## src/rtl/run_ctrl_if.sv

```systemverilog
// Signal bundle between the run controller and its surroundings: CPU
// control, register-file and data-memory read ports, and the dump stream.
interface run_ctrl_if #(
    parameter int DATA_W = 32,
    parameter int ADDR_W = 32
);
    logic              start_i;
    logic              cpu_rst_o;
    logic              cpu_en_o;
    logic [ADDR_W-1:0] pc_i;
    logic [4:0]        rf_addr_o;
    logic [DATA_W-1:0] rf_data_i;
    logic [ADDR_W-1:0] dm_addr_o;
    logic [DATA_W-1:0] dm_data_i;
    logic              dump_valid_o;
    logic              dump_ready_i;
    logic              dump_kind_o;
    logic [7:0]        dump_idx_o;
    logic [DATA_W-1:0] dump_data_o;
    logic [31:0]       cycle_cnt_o;
    logic              halt_o;
    logic              done_o;

    // Controller side
    modport master (
        input  start_i, pc_i, rf_data_i, dm_data_i, dump_ready_i,
        output cpu_rst_o, cpu_en_o, rf_addr_o, dm_addr_o,
               dump_valid_o, dump_kind_o, dump_idx_o, dump_data_o,
               cycle_cnt_o, halt_o, done_o
    );

    // CPU / memory / consumer side
    modport slave (
        output start_i, pc_i, rf_data_i, dm_data_i, dump_ready_i,
        input  cpu_rst_o, cpu_en_o, rf_addr_o, dm_addr_o,
               dump_valid_o, dump_kind_o, dump_idx_o, dump_data_o,
               cycle_cnt_o, halt_o, done_o
    );
endinterface

```

## src/rtl/run_ctrl.sv

```systemverilog
// Run controller: resets a CPU under test, lets it run until it halts
// (PC stuck) or times out, then streams out the register file followed by
// the first NUM_MEM data-memory words over a valid/ready handshake.
module run_ctrl #(
    parameter int DATA_W      = 32,
    parameter int ADDR_W      = 32,
    parameter int END_COUNT   = 600,
    parameter int RST_CYCLES  = 1,
    parameter int STALL_LIMIT = 16,
    parameter int NUM_REGS    = 32,
    parameter int NUM_MEM     = 12
) (
    input  logic       clk_i,
    input  logic       rst_i,
    run_ctrl_if.master bus
);

    localparam int HOLD_W  = (RST_CYCLES > 1) ? $clog2(RST_CYCLES) : 1;
    localparam int STALL_W = $clog2(STALL_LIMIT + 1);

    typedef enum logic [2:0] {
        IDLE,
        HOLD,
        RUN,
        LOAD,
        OUT,
        DONE
    } state_t;

    state_t              state_reg, state_next;
    logic [HOLD_W-1:0]   hold_cnt_reg;
    logic [STALL_W-1:0]  stall_cnt_reg, stall_cnt_next;
    logic [ADDR_W-1:0]   pc_prev_reg;
    logic                first_run_reg;
    logic [31:0]         cycle_cnt_reg, cycle_cnt_next;
    logic                halt_reg;
    logic                kind_reg;
    logic [7:0]          idx_reg;
    logic [DATA_W-1:0]   data_reg;

    logic                hold_done;
    logic                halt_hit;
    logic                tmo_hit;
    logic                kind_last;

    logic                cpu_rst_n;
    logic                cpu_en;
    logic                dump_valid;
    logic                done;
    logic [4:0]          rf_addr;
    logic [ADDR_W-1:0]   dm_addr;

    // Run-phase arithmetic: saturating cycle count, stall tracking, exit tests
    always_comb begin
        cycle_cnt_next = (cycle_cnt_reg == 32'hFFFF_FFFF) ? cycle_cnt_reg
                                                          : cycle_cnt_reg + 32'd1;
        stall_cnt_next = '0;
        // The first RUN cycle has no meaningful previous PC to compare with
        if (!first_run_reg && (bus.pc_i == pc_prev_reg)) begin
            stall_cnt_next = stall_cnt_reg + STALL_W'(1);
        end
        halt_hit  = (stall_cnt_next == STALL_W'(STALL_LIMIT));
        tmo_hit   = (cycle_cnt_next >= 32'(END_COUNT));
        hold_done = (hold_cnt_reg == HOLD_W'(RST_CYCLES - 1));
        kind_last = kind_reg ? (idx_reg == 8'(NUM_MEM - 1))
                             : (idx_reg == 8'(NUM_REGS - 1));
    end

    // State register
    always_ff @(posedge clk_i) begin
        if (!rst_i) begin
            state_reg <= IDLE;
        end else begin
            state_reg <= state_next;
        end
    end

    // Next-state selection and state-decoded outputs
    always_comb begin
        state_next = state_reg;
        cpu_rst_n  = 1'b1;
        cpu_en     = 1'b0;
        dump_valid = 1'b0;
        done       = 1'b0;
        rf_addr    = '0;
        dm_addr    = '0;
        case (state_reg)
            IDLE: begin
                cpu_rst_n = 1'b0;
                if (bus.start_i) state_next = HOLD;
            end
            HOLD: begin
                cpu_rst_n = 1'b0;
                if (hold_done) state_next = RUN;
            end
            RUN: begin
                cpu_en = 1'b1;
                if (halt_hit || tmo_hit) state_next = LOAD;
            end
            LOAD: begin
                if (kind_reg) begin
                    dm_addr = ADDR_W'({idx_reg, 2'b00});
                end else begin
                    rf_addr = idx_reg[4:0];
                end
                state_next = OUT;
            end
            OUT: begin
                dump_valid = 1'b1;
                if (bus.dump_ready_i) begin
                    state_next = (kind_reg && kind_last) ? DONE : LOAD;
                end
            end
            DONE: begin
                done = 1'b1;
                if (bus.start_i) state_next = HOLD;
            end
            default: begin
                state_next = IDLE;
            end
        endcase
    end

    // Datapath: counters, PC history, halt flag, dump cursor and data word
    always_ff @(posedge clk_i) begin
        if (!rst_i) begin
            hold_cnt_reg  <= '0;
            stall_cnt_reg <= '0;
            pc_prev_reg   <= '0;
            first_run_reg <= 1'b0;
            cycle_cnt_reg <= '0;
            halt_reg      <= 1'b0;
            kind_reg      <= 1'b0;
            idx_reg       <= '0;
            data_reg      <= '0;
        end else begin
            case (state_reg)
                IDLE, DONE: begin
                    if (bus.start_i) begin
                        hold_cnt_reg  <= '0;
                        stall_cnt_reg <= '0;
                        pc_prev_reg   <= '0;
                        first_run_reg <= 1'b1;
                        cycle_cnt_reg <= '0;
                        halt_reg      <= 1'b0;
                        kind_reg      <= 1'b0;
                        idx_reg       <= '0;
                    end
                end
                HOLD: begin
                    hold_cnt_reg  <= hold_cnt_reg + HOLD_W'(1);
                    first_run_reg <= 1'b1;
                end
                RUN: begin
                    cycle_cnt_reg <= cycle_cnt_next;
                    pc_prev_reg   <= bus.pc_i;
                    first_run_reg <= 1'b0;
                    stall_cnt_reg <= stall_cnt_next;
                    // Halt wins when both exit conditions land together
                    if (halt_hit) begin
                        halt_reg <= 1'b1;
                        kind_reg <= 1'b0;
                        idx_reg  <= '0;
                    end else if (tmo_hit) begin
                        halt_reg <= 1'b0;
                        kind_reg <= 1'b0;
                        idx_reg  <= '0;
                    end
                end
                LOAD: begin
                    data_reg <= kind_reg ? bus.dm_data_i : bus.rf_data_i;
                end
                OUT: begin
                    if (bus.dump_ready_i) begin
                        if (!kind_last) begin
                            idx_reg <= idx_reg + 8'd1;
                        end else if (!kind_reg) begin
                            kind_reg <= 1'b1;
                            idx_reg  <= '0;
                        end
                    end
                end
                default: begin
                end
            endcase
        end
    end

    assign bus.cpu_rst_o    = cpu_rst_n;
    assign bus.cpu_en_o     = cpu_en;
    assign bus.rf_addr_o    = rf_addr;
    assign bus.dm_addr_o    = dm_addr;
    assign bus.dump_valid_o = dump_valid;
    assign bus.dump_kind_o  = kind_reg;
    assign bus.dump_idx_o   = idx_reg;
    assign bus.dump_data_o  = data_reg;
    assign bus.cycle_cnt_o  = cycle_cnt_reg;
    assign bus.halt_o       = halt_reg;
    assign bus.done_o       = done;

endmodule
```

## src/flat_wrapper.sv

```systemverilog
// flat-port wrapper written by rule: the top's interface ports become plain ports
module run_ctrl_flat 
#(
    parameter int DATA_W      = 32,
    parameter int ADDR_W      = 32,
    parameter int END_COUNT   = 600,
    parameter int RST_CYCLES  = 1,
    parameter int STALL_LIMIT = 16,
    parameter int NUM_REGS    = 32,
    parameter int NUM_MEM     = 12
)
  (clk_i, rst_i, bus_start_i, bus_pc_i, bus_rf_data_i, bus_dm_data_i, bus_dump_ready_i, bus_cpu_rst_o, bus_cpu_en_o, bus_rf_addr_o, bus_dm_addr_o, bus_dump_valid_o, bus_dump_kind_o, bus_dump_idx_o, bus_dump_data_o, bus_cycle_cnt_o, bus_halt_o, bus_done_o);
  run_ctrl_if #(.DATA_W(DATA_W), .ADDR_W(ADDR_W)) bus_i ();
  input  logic clk_i;
  input  logic rst_i;
  input wire logic [$bits(bus_i.start_i)-1:0] bus_start_i;
  input wire logic [$bits(bus_i.pc_i)-1:0] bus_pc_i;
  input wire logic [$bits(bus_i.rf_data_i)-1:0] bus_rf_data_i;
  input wire logic [$bits(bus_i.dm_data_i)-1:0] bus_dm_data_i;
  input wire logic [$bits(bus_i.dump_ready_i)-1:0] bus_dump_ready_i;
  output wire logic [$bits(bus_i.cpu_rst_o)-1:0] bus_cpu_rst_o;
  output wire logic [$bits(bus_i.cpu_en_o)-1:0] bus_cpu_en_o;
  output wire logic [$bits(bus_i.rf_addr_o)-1:0] bus_rf_addr_o;
  output wire logic [$bits(bus_i.dm_addr_o)-1:0] bus_dm_addr_o;
  output wire logic [$bits(bus_i.dump_valid_o)-1:0] bus_dump_valid_o;
  output wire logic [$bits(bus_i.dump_kind_o)-1:0] bus_dump_kind_o;
  output wire logic [$bits(bus_i.dump_idx_o)-1:0] bus_dump_idx_o;
  output wire logic [$bits(bus_i.dump_data_o)-1:0] bus_dump_data_o;
  output wire logic [$bits(bus_i.cycle_cnt_o)-1:0] bus_cycle_cnt_o;
  output wire logic [$bits(bus_i.halt_o)-1:0] bus_halt_o;
  output wire logic [$bits(bus_i.done_o)-1:0] bus_done_o;
  assign bus_i.start_i = bus_start_i;
  assign bus_i.pc_i = bus_pc_i;
  assign bus_i.rf_data_i = bus_rf_data_i;
  assign bus_i.dm_data_i = bus_dm_data_i;
  assign bus_i.dump_ready_i = bus_dump_ready_i;
  assign bus_cpu_rst_o = bus_i.cpu_rst_o;
  assign bus_cpu_en_o = bus_i.cpu_en_o;
  assign bus_rf_addr_o = bus_i.rf_addr_o;
  assign bus_dm_addr_o = bus_i.dm_addr_o;
  assign bus_dump_valid_o = bus_i.dump_valid_o;
  assign bus_dump_kind_o = bus_i.dump_kind_o;
  assign bus_dump_idx_o = bus_i.dump_idx_o;
  assign bus_dump_data_o = bus_i.dump_data_o;
  assign bus_cycle_cnt_o = bus_i.cycle_cnt_o;
  assign bus_halt_o = bus_i.halt_o;
  assign bus_done_o = bus_i.done_o;
  run_ctrl #(.DATA_W(DATA_W), .ADDR_W(ADDR_W), .END_COUNT(END_COUNT), .RST_CYCLES(RST_CYCLES), .STALL_LIMIT(STALL_LIMIT), .NUM_REGS(NUM_REGS), .NUM_MEM(NUM_MEM)) u_core (.clk_i(clk_i), .rst_i(rst_i), .bus(bus_i));
endmodule
```

## config.mk

```make
export PLATFORM = sky130hd
export DESIGN_NAME = run_ctrl_flat
export DESIGN_NICKNAME = d
export VERILOG_FILES = /design/src/rtl/run_ctrl_if.sv /design/src/rtl/run_ctrl.sv /design/src/flat_wrapper.sv
export SDC_FILE = /design/constraint.sdc
export NUM_CORES = 1
export LEC_CHECK = 0
export BUFFER_PORTS_ARGS = -buffer_cell sky130_fd_sc_hd__buf_2
export CAP_MARGIN = 0
export CORE_ASPECT_RATIO = 1.2
export CORE_MARGIN = 2
export CORE_UTILIZATION = 45
export CTS_BUF_LIST = sky130_fd_sc_hd__clkbuf_8
export DETAILED_ROUTE_END_ITERATION = 10
export PLACE_DENSITY = 0.72
export SETUP_SLACK_MARGIN = 0.3
export SLEW_MARGIN = 25
export SYNTH_ARGS = -nofsm -noshare
export SYNTH_HDL_FRONTEND = slang
export SYNTH_SLANG_ARGS = --single-unit
```

## constraint.sdc

```tcl
create_clock -name clk_i -period 4.7 [get_ports clk_i]
set_clock_uncertainty 0.15 [all_clocks]
set_input_delay 0.235 -clock clk_i [delete_from_list [all_inputs] [get_ports clk_i]]
set_output_delay 0.235 -clock clk_i [all_outputs]
set_load 0.005 [all_outputs]
```

; ---- Word-level counts from Yosys, hierarchy flattened
; Cells that the tools add are included.
[totals]
regBits = 116
input_bits = 100
out_inout_bits = 115
elab_cells = 91
[classes]
n_addsub = 4
order_cmp = 1
eq_ne = 17
mux = 41
reduce_logical = 18
[op_table]
columns = operator, n
row1 = $mux W32, 4
row2 = $pmux W32 S2, 2
row3 = $mux W8, 6
row4 = $add A32 B1 Y32 const B, 1
row5 = $eq A32 B32 Y1, 1
row6 = $eq A32 B32 Y1 const B, 1
row7 = $ge A32 B10 Y1 const B, 1
row8 = $pmux W8 S3, 1
row9 = $mux W5, 4
row10 = $mux W3, 5
row11 = $pmux W3 S5, 1
row12 = $mux W1, 12
row13 = $mux W10, 1
row14 = $pmux W5 S2, 1
row15 = $reduce_and A5 Y1, 2
row16 = $add A8 B1 Y8 const B, 1
row17 = $eq A8 B4 Y1 const B, 1
row18 = $eq A8 B5 Y1 const B, 1
row19 = $eq A3 B2 Y1 const B, 2
row20 = $eq A3 B3 Y1 const B, 2
row21 = $ne A2 B1 Y1 const B, 3
row22 = $pmux W1 S3, 2
row23 = $reduce_and A2 Y1, 3
row24 = $reduce_bool A3 Y1, 2
row25 = other kinds (16), 21

; ---- Longest topological paths before layout
[depth]
word_depth = 7
ltp_mapped = 13
mapped_depth_nobuf = 10

; ---- Worst setup path before layout
; OpenSTA, ideal clock, no wires.
[synth_path]
path_kind = reg-to-reg
startpoint = reg u_core.cycle_cnt_reg[0] (netlist: u_core.bus.cycle_cnt_o[0])
endpoint = reg u_core.idx_reg[0] (netlist: u_core.bus.dump_idx_o[0])
setup_ps = 157
arrival_ps = 2992
required_ps = 4393
setup_slack_ps = 1402
path_stages_with_launch = 11
path_buffers = 0
period_less_slack_ps = 3298
path_cell_list = dfxtp_1 -> ha_1 -> nand4_4 -> nor4_4 -> a31oi_1 -> xor2_1 -> nor3_1 -> nor4_1 -> nor4_4 -> o41ai_1 -> a21oi_1
[synth_via]
elab_chain_cells = 5
word_cells_on_any_way = 6
classes_between = add/sub (1) / order compare (1) / eq/ne (2) / mux (1) / reduce/logical (1)
[synth_lines]
columns = item, line_no
row1 = start: declaration, run_ctrl.sv:35  ; logic [31:0] cycle_cnt_reg, cycle_cnt_next;
row2 = start signal: assignment, run_ctrl.sv:155  ; cycle_cnt_reg <= cycle_cnt_next;
row3 = $add A32 B1 Y32 or $eq A32 B32 Y1 (tied branches), "run_ctrl.sv:56, run_ctrl.sv:55"
row4 = $mux W32 (*), run_ctrl.sv:55  ; cycle_cnt_next = (cycle_cnt_reg == 32'hFFFF_FFFF) ? cycle_cnt_reg
row5 = $ge A32 B10 Y1 (*), run_ctrl.sv:63  ; tmo_hit = (cycle_cnt_next >= 32'(END_COUNT));
row6 = $ne A3 B1 Y1 (no line) (*), n/a
row7 = $reduce_and A5 Y1 (no line) (*), n/a
row8 = end signal: assignment, run_ctrl.sv:176  ; idx_reg <= idx_reg + 8'd1;
row9 = end: declaration, run_ctrl.sv:38  ; logic [7:0] idx_reg;
; Every way passes the cells marked *; elsewhere a longest branch is shown, timed or not.
; A chain may end at the register's enable or synchronous reset.

; ---- Worst setup path in the final report
[layout_path]
startpoint = reg u_core.cycle_cnt_reg[20] (netlist: u_core.bus.cycle_cnt_o[20])
endpoint = reg u_core.idx_reg[5] (netlist: u_core.bus.dump_idx_o[5])
; The elaborated chain is that of the path after synthesis.

==> reports/metrics.yaml <==
status: "complete, no violations"
reg2reg_depth: 10
grt.total_usage: 0.264
antenna_found_initial: 1
crit_chain: "nand4_1 > nor4_1 > nand4_1 > a21oi_1 > nor3_1 > nor4_1 > nor4_4 > buf_4 > or4_1 > a21oi_1"
startpoint_type: "flip-flop"
worstHoldPathCells: 3
cp.required_ns: 4.92
routed_wl_microns: 21100
ys_async_sr_fraction: 0
grt_setup_unrepaired: "false"
synth-compound-area-share: 0.169
synthCells: 852
synth_top_family_by_area: "simple AND/OR/NAND/NOR gates"
rr_endpoint: "u_core.bus.dump_idx_o[5]"
path_class: "flip-flop to flip-flop"
final_core_util: 0.605
clockRootBuffer: "clkbuf_8"
min_from: "bus_rf_data_i[29]"
p_total_mw: 3.46
start_util: 0.454
clock.fmax_ghz: 0.256
ctsResizeCount: 0
dieArea_sq_um: 16000
hpwl_microns: 13400
synthSimpleGateAreaFrac: 0.284
synth-edff-count: 0
vias: 7218
ant_nets: 0
muxShareOfSynthArea: 0.0568
p_per_area_nw_per_um2: 386
h-tree-depth: 4
drc_errors: 0
max-cap-violations: 0
timing.rr.start: "u_core.bus.cycle_cnt_o[20]"
cts_buffer_depth: 2
io_pins: 215
cp.arrival_ns: 4.12
crit_path_end_kind: "flip-flop"
slew_violations: 0
drive_gt1_frac: 0.229
nets: 1203
p_leak_nw: 3.77
io_buffers: 190
synth_xor_area_frac: 0.0611
worst-path-max-fanout: 16
finalSetupViolations: 0
ys_ff_latch: 116
ys_seq_area_frac: 0.344
yosysUniqueCellTypes: 65
core-area_sq_um: 14800
dieWidth_microns: 116
period_minus_slack_ns: 3.90
gp_congestion: 0.936
hold_viol: 0
r2r_slack_ns: 0.80
drt_pass1_iterations: 5
chipHeight_microns: 138
worst_slew_margin_rel: 0.490
critPathSlowestCell: "nor4_1"
path_delay_family: "simple AND/OR/NAND/NOR gates"
hold_end: "u_core.bus.dump_data_o[29]"
syn_area_sq_um: 6740
synth_adder_area_share: 0.0130
avgViaCountPerCell: 5.50
clkTransAtPathRegs_ns: 0.07
area_growth_pct: 33.1
worst_slew_pin_slew_ns: 0.759
grt-ovfl-total: 0
grt_max_degree: 62
drt-wirelength-per-cell_microns: 16.1
clock_latency_ns: 0.44
synth_flop_cell: "dfxtp_1"
ys_warn_count: 0
numCtsBuffers: 17
grt_pass1_wl_microns: 33800
path_buf_inv: 1
cts_tree: "done"
period_share: 0.830
clock_sinks: 116
num_rows: 49
grt_pass1_vias: 6838
cts_setup_buffers: 0
max_stage_delay_ns: 0.58
ir_drop_mv: 0.262
first_iter_violations: 536
hold_class: "input pin to flip-flop"
finalSetupTns_ns: 0
syn_area_per_cell_sq_um: 7.91
## kinds of logic after synthesis
group | Yosys count
AOI/OAI and AO/OA | 178
and+or+nand+nor | 368
buffers and inverters | 97
DFF | 116
xor gates and xnor gates | 47
muxes | 38
adders and majority gates | 7
other | 1
## metrics by stage
stage,hold WS (ns),instance area [sq um],instances,setup slack (ns)
2_1_floorplan,0.221,6830,875,1.40
3_5_place_dp,0.320,7670,1192,0.918
5_1_grt,0.00317,8980,1313,0.468
3_3_place_gp,0.313,7670,1192,0.975
4_1_cts,0.00137,8970,1312,0.882
6_report,0.0140,8980,1313,0.801
## cell usage after synthesis, drive strengths merged, types with 2 or more instances
library cell / number / area, sq um
xnor2: 10 / 87.6
mux2i: 36 / 360
o21a: 2 / 15.0
or2: 9 / 56.3
xor2: 37 / 324
a311oi: 3 / 26.3
o21ai: 14 / 70.1
or4: 7 / 52.6
a211o: 2 / 17.5
a21o: 2 / 15.0
or3: 4 / 25.0
nand3b: 6 / 45.0
and2: 5 / 31.3
and3: 23 / 144
nor3b: 2 / 15.0
a2111oi: 2 / 17.5
nand2b: 5 / 31.3
o211a: 2 / 20.0
a211oi: 40 / 305
nor4: 19 / 170
o211ai: 2 / 15.0
buf: 44 / 280
clkbuf: 44 / 168
nand2: 80 / 300
and4: 6 / 52.6
nor2b: 3 / 18.8
o31ai: 5 / 37.5
ha: 7 / 87.6
nor2: 87 / 327
dfxtp: 116 / 2320
a31oi: 12 / 75.1
a21oi: 72 / 364
nand4: 22 / 168
nand4b: 3 / 26.3
o32ai: 3 / 26.3
o22ai: 3 / 18.8
a22oi: 5 / 37.5
mux2: 2 / 22.5
nor3: 21 / 110
nand3: 64 / 320
inv: 9 / 33.8
## worst max path at each step
stage	cells after the start	slack (ns)	from	to
after floorplan	10	1.40	u_core.bus.cycle_cnt_o[0]	u_core.bus.dump_idx_o[0]
after global placement	10	0.97	u_core.bus.cycle_cnt_o[5]	u_core.bus.dump_idx_o[3]
after detailed placement	11	0.92	u_core.bus.cycle_cnt_o[0]	u_core.bus.dump_idx_o[6]
after CTS	11	0.88	u_core.bus.cycle_cnt_o[0]	u_core.bus.dump_idx_o[5]
after global routing	10	0.47	u_core.bus.cycle_cnt_o[5]	u_core.bus.dump_idx_o[5]
final	10	0.80	u_core.bus.cycle_cnt_o[20]	u_core.bus.dump_idx_o[5]
## cell usage in the layout (no fill, tap or decap), types with 23 or more instances in the layout
cell type / netlist / layout
buf_2: 8 / 190
mux2i_1: 36 / 36
dfxtp_1: 116 / 115
and3_1: 23 / 23
nor2_1: 87 / 87
conb_1: 1 / 24
nand2_1: 80 / 80
a21oi_1: 71 / 71
a211oi_1: 39 / 39
nand3_1: 64 / 64
xor2_1: 37 / 37
dlygate4sd3_1: 0 / 89
## worst register-to-register path, delay by kind of cell, from the launching register on
family	cells	cell delay, ns
AND/OR/NAND/NOR	7	2.50
buffers and inverters	1	0.22
flip-flops	1	0.53
AO/OA/AOI/OAI	2	0.41
## timing repair
action | 4_1_cts | 5_1_grt
endpoints found under the hold margin | 67 | 0
setup endpoints to repair | 0 | 0
hold buffers | 89 | 0
## metal layers
layer	global-route usage	part of all wire	vias to the layer above
li1	-	-	3524
met1	0.315	0.41	3366
met2	0.447	0.49	287
met3	0.0680	0.069	41
met4	0.104	0.028	0
met5	0	0	-
## power by group
part,switching (mW),internal (mW),leakage (nW),total [mW]
Combinational,0.743,0.536,2.61,1.28
Clock,0.414,0.558,0.215,0.972
Sequential,0.106,1.11,0.938,1.21
## final cells by class
cell class / instances / area, sq um
fillers: 1352 / 5860
multi-input cells: 662 / 4030
clock inverters: 11 / 135
inverters: 9 / 35.0
well taps: 204 / 255
diodes: 1 / 2.50
repair buffers: 290 / 1920
clock buffers: 20 / 275
flip-flops and latches: 116 / 2320
Power figures use the tool's default switching activity.
